<file path="src/rtl/array_serializer.sv">
// rtl/array_serializer.sv - serializes a packed N x W array into W-bit beats, MSB element first.
// Optional macro ARRAY_SERIALIZER_PARITY_EN adds o_parity (XOR of o_data bits).
module array_serializer #(
  parameter int N = 3,
  parameter int W = 2,
  localparam int IW = (N > 1) ? $clog2(N) : 1
) (
  input  logic                  i_clk,
  input  logic                  i_rst,
  input  logic                  i_valid,
  input  logic [N-1:0][W-1:0]   i_data,
  output logic                  i_ready,
  output logic                  o_valid,
  output logic [W-1:0]          o_data,
  output logic [IW-1:0]         o_index,
  output logic                  o_last,
`ifdef ARRAY_SERIALIZER_PARITY_EN
  output logic                  o_parity,
`endif
  input  logic                  o_ready
);

  typedef enum logic {IDLE, SEND} state_t;

  state_t              state_q;
  logic [N-1:0][W-1:0] buf_q;
  logic [IW-1:0]       idx_q;

  logic send;
  logic last_idx;
  logic xfer;
  logic capture;

  assign send     = (state_q == SEND);
  assign last_idx = (idx_q == '0);
  assign xfer     = send && o_ready;
  // A new array may land on the final-beat transfer so back-to-back arrays have no bubble.
  assign i_ready  = !send || (last_idx && o_ready);
  assign capture  = i_valid && i_ready;

  always_ff @(posedge i_clk or negedge i_rst) begin
    if (!i_rst) begin
      state_q <= IDLE;
      buf_q   <= '0;
      idx_q   <= '0;
    end else if (capture) begin
      state_q <= SEND;
      buf_q   <= i_data;
      idx_q   <= IW'(N - 1);
    end else if (xfer) begin
      if (last_idx) begin
        state_q <= IDLE;
      end else begin
        idx_q <= idx_q - IW'(1);
      end
    end
  end

  assign o_valid = send;
  assign o_data  = send ? buf_q[idx_q] : '0;
  assign o_index = send ? idx_q : '0;
  assign o_last  = send && last_idx;

`ifdef ARRAY_SERIALIZER_PARITY_EN
  assign o_parity = ^o_data;
`endif

endmodule
</file>
<file path="config.mk">
export PLATFORM = sky130hd
export DESIGN_NAME = array_serializer
export DESIGN_NICKNAME = d
export VERILOG_FILES = /design/src/rtl/array_serializer.sv
export SDC_FILE = /design/constraint.sdc
export NUM_CORES = 1
export LEC_CHECK = 0
export CORE_AREA = 4 4 41 43
export DETAILED_ROUTE_END_ITERATION = 10
export DIE_AREA = 0 0 45 47
export PLACE_DENSITY = 0.72
export SYNTH_ARGS = -nofsm -noshare
export SYNTH_HDL_FRONTEND = slang
export SYNTH_SLANG_ARGS = --single-unit
export TNS_END_PERCENT = 30
</file>
<file path="constraint.sdc">
create_clock -name i_clk -period 2.6 [get_ports i_clk]
set_input_delay 0.52 -clock i_clk [delete_from_list [all_inputs] [get_ports i_clk]]
set_output_delay 0.52 -clock i_clk [all_outputs]
set_load 0.01 [all_outputs]
</file>
# Word-level counts from Yosys, hierarchy flattened
# Index checks and enable logic that the tools add are counted.
# W data, S select, Z words.
classes:
  n_reduce_logical: 11
  add_sub_neg: 1
  eq_ne: 1
  mux: 10
  order_cmp: 1
op_table:
  columns: ["op", "count"]
  rows:
  - ["$mux W2", 6]
  - ["$bmux W2 S2", 1]
  - ["$logic_and A1 B1 Y1", 4]
  - ["$reduce_and A2 Y1", 2]
  - ["$reduce_bool A2 Y1", 2]
  - ["$lt A2 B3 Y1 const B", 1]
  - ["$mux W1", 3]
  - ["$logic_not A2 Y1", 1]
  - ["$ne A2 B1 Y1 const B", 1]
  - ["$sub A2 B1 Y2 const B", 1]
  - ["$logic_not A1 Y1", 1]
  - ["$logic_or A1 B1 Y1", 1]
word_totals:
  inputBits: 10
  output_inout_bits: 7
  wordCells: 29
  ff_bits: 9

# Logic depth before layout (Yosys ltp)
# Gate-level depths: netlist of run 1.
depth:
  word_depth: 6
  mapped_depth: 6
  ltp_nobuf: 5

# Least setup slack after synthesis of run 1
# OpenSTA, ideal clock, no wires.
synth_timing:
  path_type: "flip-flop to output port"
  start: "register idx_q[1]"
  end: "output port i_ready"
  path_buffers: 1
  setup_slack_ps: 1147
  t_arrival_ps: 933
  t_required_ps: 2080
  stages_incl_launch_ff: 5
  cell_sequence: "dfrtp_1 buf_2 inv_1 ha_1 a21bo_4"
synth_between:
  elab_chain_cells: 3
synth_lines:
  columns: ["item", "line", "rtl"]
  rows:
  - ["from (decl)", "27", "logic [IW-1:0] idx_q;"]
  - ["from (signal assigned)", "49", "idx_q <= IW'(N - 1);"]
  - ["from (signal assigned)", "54", "idx_q <= idx_q - IW'(1);"]
  - ["$logic_not A2 Y1", "35", "assign last_idx = (idx_q == '0);"]
  - ["$logic_and A1 B1 Y1", "38", "assign i_ready = !send || (last_idx && o_ready);"]
  - ["$logic_or A1 B1 Y1", "38", null]
  - ["to (decl)", "12", "output logic i_ready,"]
# No other way between the ends.

# Worst setup path after layout of run 1
layout_timing:
  start: "input port o_ready"
  end: "output port i_ready"
layout_between:
  elab_chain_cells: 2
layout_lines:
  columns: ["item", "line", "rtl"]
  rows:
  - ["from (decl)", "20", "input logic o_ready"]
  - ["$logic_and A1 B1 Y1", "38", null]
  - ["$logic_or A1 B1 Y1", "38", null]
# No other way between the ends.

==> impl_metrics.py, run 1 <==
metrics = {
    "clock_tree": {
        "cts.hold.buffers_added": 0,
        "cts.sinks": 9,
        "clockBufferDepth": 2,
        "cts_root_buffer": "clkbuf_4",
        "cts_buffers": 3,
        "post_cts_buffers": 0,
        "cts_resized": 0,
        "clk_pin_slew_ns": 0.06,
        "htreeDepth": 1,
        "cts_tree": "built",
        "clock_latency_ns": 0.25,
    },
    "cells_and_area": {
        "diodes": 0,
        "final_cells": 74,
        "drive_above_1_share": 0.254,
        "fillCellCount": 124,
        "area_growth_pct": 39.8,
        "nets": 71,
    },
    "drt": {
        "drc": 0,
        "ant_nets": 0,
        "wire_per_inst_um": 11.0,
        "via_per_inst": 4.72,
        "drt-initial-drc-count": 0,
        "drt-total-wl_um": 813,
        "drt_pass1_iterations": 1,
        "num_vias": 349,
    },
    "sta": {
        "rsz0062_at_grt": "no",
        "hold_viol_final": 0,
        "setup_viol": 0,
        "slew_violations": 0,
        "tns_ns": 0,
        "fin_skew_ns": 0.00107,
        "finalCritPeriodShare": 0.885,
        "period_minus_slack_ns": 2.30,
        "tightest_slew_ns": 0.382,
        "relSlewSlack": 0.744,
        "max_freq_mhz": 434,
    },
    "run_status": {
        "status": "finished, final reports clean",
    },
    "logic_synthesis": {
        "synth_top_area_share": 0.448,
        "synth_fa_ha_area_frac": 0.0249,
        "ys_ff_latch": 9,
        "synth_area_um2": 503,
        "syn_avg_cell_area_um2": 12.6,
        "synth_compound_area_frac": 0.114,
        "synth_edf_count": 0,
        "synth-simple-area-share": 0.162,
        "syn-instance-count": 40,
        "synth_common_cells": "9 x dfrtp_1, 6 x mux2_4, 3 x and2_2, 3 x inv_1, 3 x o21ai_0",
        "synth_xor_area_frac": 0,
        "synthTopCellsByArea": "dfrtp_1 45%, mux2_4 18%, and2_2 4.5%",
        "ys_seq_area_frac": 0.448,
        "synth_nets": 51,
        "yosysTopAreaCell": "dfrtp_1",
        "synth_cell_type_count": 17,
        "yosysMostFrequentCell": "dfrtp_1",
        "ys_warn_count": 0,
        "synthMuxAreaShare": 0.219,
        "synth_flop_cell": "dfrtp_1",
        "async_flop_share": 1.00,
        "synth_top_family_by_area": "multiplexers",
    },
    "worst_setup_path": {
        "path_cells": "clkdlybuf4s50_1 > a21bo_4 > clkdlybuf4s50_1",
        "critPathKind": "in -> out",
        "cp.arrival_ns": 1.78,
        "cp_common_cell": "clkdlybuf4s50_1",
        "crit_path_end_kind": "output port",
        "r2r_start": "idx_q[1]$_DFFE_PN0P_",
        "critical_path_required_ns": 2.08,
        "crit_fanout": 4,
        "startpoint": "o_ready",
        "cpLargestDelayFamily": "buffers and inverters",
        "crit_buf_inv": 2,
        "critPathLaunchType": "primary input",
        "slowest_delay_ns": 0.54,
        "crit_slowest_cell": "clkdlybuf4s50_1",
    },
    "floorplanning": {
        "die_h_um": 47,
        "fp.dieW_um": 45,
        "ios": 17,
        "dieArea_um2": 2120,
        "start_util": 0.387,
        "core_area_um2": 1300,
        "rows": 13,
    },
    "power_and_ir_drop": {
        "peakVddDrop_mv": 0.596,
        "p_leak_nw": 0.323,
        "powerDensity_nw_per_um2": 1130,
    },
    "grt": {
        "grt_pass1_vias": 367,
        "antenna_found_initial": 0,
        "grt_first_pass_wirelength_mm": 1.48,
        "grt_usage": 0.101,
        "grt_max_degree": 10,
        "grt_overflow": 0,
    },
    "min_path": {
        "hold_start": "buf_q[3]$_DFFE_PN0P_",
        "hp-class": "reg -> reg",
    },
    "place": {
        "place_congestion": 0.646,
        "port-buffer-count": 16,
        "dp.cells": 70,
    },
    "run": {
        "drv_cap": 0,
    },
}
## registers in the layout (all words and copies together) (netlist names)
name / cells
o_valid: 1
idx_q: 2
buf_q: 6
## path summary, 6_finish.rpt
path / endpoint / slack, ns / depth (start not counted)
setup reg to reg: buf_q[4]$_DFFE_PN0P_ / 1.08 / 5
min in group asynchronous: buf_q[3]$_DFFE_PN0P_ / 0.55 / 1
setup / recovery: i_ready / 0.30 / 3
hold / removal: buf_q[3]$_DFFE_PN0P_ / 0.50 / 1
max in group asynchronous: o_valid$_DFFE_PN0P_ / 1.78 / 1
hold reg to reg: buf_q[3]$_DFFE_PN0P_ / 0.50 / 1
## layer usage
layer	wire [um]	track usage	up-vias
met1	354	0.110	159
met3	81	0.0651	2
met4	9	0.0351	0
li1	-	-	175
met5	0	0	-
met2	367	0.161	13
## power by group
| group | switching (W) | internal [W] |
|---|---|---|
| Clock | 0.0000440 | 0.0000588 |
| Combinational | 0.000155 | 0.000282 |
| Sequential | 0.0000508 | 0.000207 |
## worst reg2reg max path, delay by kind of cell, from the launching register on
kind,cells,cell delay (ns)
AOI/OAI and AO/OA,1,0.24
adders and majority gates,1,0.21
buffers and inverters,1,0.07
DFF,1,0.48
muxes,1,0.30
and+or+nand+nor,1,0.10
## placed cells by master, fill, tap and decap left out
cell / n
o21a_1: 1
nor2b_1: 2
ha_1: 1
clkbuf_1: 1
a21oi_1: 2
inv_1: 3
a2bb2oi_1: 1
and2_2: 3
nand2_8: 1
and2b_2: 1
mux2i_1: 2
clkbuf_4: 3
nand3_1: 2
or2b_1: 1
dfrtp_1: 9
clkdlybuf4s50_1: 16
mux2_4: 6
o21ai_0: 3
a21bo_4: 1
## metrics by stage
| stage | hold WS [ns] | total power, W | utilization | setup WS, ns | instance area [um2] |
|---|---|---|---|---|---|
| global placement | 0.489 | 0.000699 | 0.520 | 0.306 | 677 |
| finish | 0.504 | 0.000797 | 0.540 | 0.298 | 703 |
| CTS | 0.506 | 0.000812 | 0.540 | 0.292 | 703 |
| floorplan | 0.224 | 0.000535 | - | 1.15 | 503 |
| detailed placement | 0.489 | 0.000705 | 0.520 | 0.292 | 677 |
| global route | 0.525 | 0.000867 | 0.540 | 0.242 | 703 |
## final cells by class
cell class / instances / area [um2] / share of cell area
well taps: 15 / 18.8 / 0.0267
multi-input cells: 27 / 262 / 0.372
repair buffers: 16 / 160 / 0.228
inverters: 3 / 11.3 / 0.0160
clock buffers: 4 / 26.3 / 0.0374
flip-flops and latches: 9 / 225 / 0.320
## cell families after synthesis
| kind of cell | count (synthesis) |
|---|---|
| AOI/OAI and AO/OA | 8 |
| adders and majority gates | 1 |
| buffers and inverters | 4 |
| DFF | 9 |
| muxes | 8 |
| and+or+nand+nor | 10 |
No activity file was read; power rests on OpenSTA's default activity.
==> run 2: changes to the inputs <==
--- a/config.mk
+++ b/config.mk
@@ -5,9 +5,9 @@
 export SDC_FILE = /design/constraint.sdc
 export NUM_CORES = 1
 export LEC_CHECK = 0
-export CORE_AREA = 4 4 41 43
+export CORE_AREA = 10 10 47 49
 export DETAILED_ROUTE_END_ITERATION = 10
-export DIE_AREA = 0 0 45 47
+export DIE_AREA = 0 0 57 59
 export PLACE_DENSITY = 0.72
 export SYNTH_ARGS = -nofsm -noshare
 export SYNTH_HDL_FRONTEND = slang
==> constraint.sdc (replaced) <==
create_clock -name i_clk -period 2.9 [get_ports i_clk]
set_input_delay 0.58 -clock i_clk [delete_from_list [all_inputs] [get_ports i_clk]]
set_output_delay 0.58 -clock i_clk [all_outputs]
set_load 0.01 [all_outputs]
==> impl_metrics.py, run 2 (synthesis results as in run 1) <==
metrics = {
    "worst_setup_path": {
        "cp.arrival_ns": 1.86,
        "crit_fanout": 4,
        "critical_path_required_ns": 2.32,
        "critPathKind": "in -> out",
        "startpoint": "o_ready",
        "r2r_start": "idx_q[1]$_DFFE_PN0P_",
        "critPathLaunchType": "primary input",
        "crit_path_end_kind": "output port",
    },
    "clock_tree": {
        "cts_resized": 0,
        "clock_latency_ns": 0.26,
        "htreeDepth": 1,
        "clk_pin_slew_ns": 0.05,
        "clockBufferDepth": 2,
        "cts_tree": "built",
        "cts_buffers": 3,
        "cts.hold.buffers_added": 0,
        "cts.sinks": 9,
        "post_cts_buffers": 0,
        "cts_root_buffer": "clkbuf_4",
    },
    "place": {
        "port-buffer-count": 16,
        "placed_cell_area_um2": 678,
        "place_congestion": 0.695,
        "dp_slack_ns": 0.457,
        "hpwlAfterDp_um": 728,
    },
    "power_and_ir_drop": {
        "peakVddDrop_mv": 0.516,
        "powerDensity_nw_per_um2": 1010,
        "p_leak_nw": 0.323,
    },
    "cells_and_area": {
        "largest_register_ffs": 6,
        "drive_above_1_share": 0.254,
        "final_common_cell": "clkdlybuf4s50_1",
        "nets": 71,
        "area_growth_pct": 40.0,
        "fillCellCount": 131,
        "layout_common_cells": "16 x clkdlybuf4s50_1, 9 x dfrtp_1, 6 x mux2_4",
        "top_register": "buf_q",
        "fin_area_um2": 704,
        "diodes": 0,
    },
    "min_path": {
        "hp-class": "reg -> reg",
        "hold_start": "buf_q[3]$_DFFE_PN0P_",
    },
    "floorplanning": {
        "rows": 14,
        "dieArea_um2": 3360,
        "start_util": 0.359,
        "core_area_um2": 1400,
        "die_h_um": 59,
        "ios": 17,
        "fp.dieW_um": 57,
    },
    "grt": {
        "grt_max_degree": 10,
        "antenna_found_initial": 0,
        "grt_first_pass_wirelength_mm": 1.64,
        "grt_overflow": 0,
        "grt_pass1_vias": 380,
        "grt_usage": 0.0632,
    },
    "sta": {
        "rsz0062_at_grt": "no",
        "hold_viol_final": 0,
        "fin_ws_ns": 0.458,
        "hold_ws_ns": 0.502,
        "tightest_slew_ns": 0.391,
        "setup_viol": 0,
        "fin_skew_ns": 0.00620,
        "relSlewSlack": 0.739,
        "finalCritPeriodShare": 0.842,
        "slew_violations": 0,
        "tns_ns": 0,
        "max_freq_mhz": 409,
        "period_minus_slack_ns": 2.44,
    },
    "drt": {
        "drt-initial-drc-count": 1,
        "drt-total-wl_um": 888,
        "wire_per_inst_um": 11.8,
        "num_vias": 355,
        "drc": 0,
        "via_per_inst": 4.73,
        "ant_nets": 0,
        "drt_pass1_iterations": 3,
    },
    "run_status": {
        "status": "finished, final reports clean",
    },
    "run": {
        "drv_cap": 0,
    },
}
[run 2: final cells by class]
cell class	count	area, um2	share of cell area
tap	16	20.0	0.0284
sequential	9	225	0.320
multi-input combinational	27	262	0.371
inverter	3	11.3	0.0160
clock buffer	4	26.3	0.0373
timing repair buffer	16	160	0.227
[run 2: per-layer routing]
| metal | vias to the layer above | track usage | wire length (um) | part of all wire |
|---|---|---|---|---|
| li1 | 176 | - | - | - |
| met1 | 164 | 0.0595 | 378 | 0.43 |
| met2 | 13 | 0.0946 | 399 | 0.45 |
| met3 | 2 | 0.0558 | 99 | 0.11 |
| met4 | 0 | 0.0302 | 10 | 0.011 |
| met5 | - | 0 | 0 | 0 |
[run 2: worst max-delay path, stage by stage]
cell and delay (ns):
clkdlybuf4s50_1 0.55, a21bo_4 0.19, clkdlybuf4s50_1 0.54
[run 2: final timing paths]
kind / end / slack (ns) / depth (start not counted)
setup / recovery: i_ready / 0.46 / 3
hold / removal: buf_q[3]$_DFFE_PN0P_ / 0.50 / 1
setup reg to reg: buf_q[5]$_DFFE_PN0P_ / 1.38 / 5
hold reg to reg: buf_q[3]$_DFFE_PN0P_ / 0.50 / 1
max in group asynchronous: buf_q[2]$_DFFE_PN0P_ / 2.01 / 1
min in group asynchronous: buf_q[0]$_DFFE_PN0P_ / 0.61 / 1
[run 2: stage by stage]
step,cells,utilization,power [W]
5_1_grt,75,0.503,0.000776
3_3_place_gp,71,0.484,0.000628
6_report,75,0.503,0.000713
4_1_cts,75,0.503,0.000727
2_1_floorplan,40,-,0.000480
3_5_place_dp,71,0.484,0.000630
[run 2: power breakdown]
part / total, W / internal [W] / leakage, nW / switching [W]
Sequential: 0.000229 / 0.000185 / 0.104 / 0.0000434
Combinational: 0.000393 / 0.000253 / 0.204 / 0.000139
Clock: 0.0000920 / 0.0000527 / 0.0150 / 0.0000393
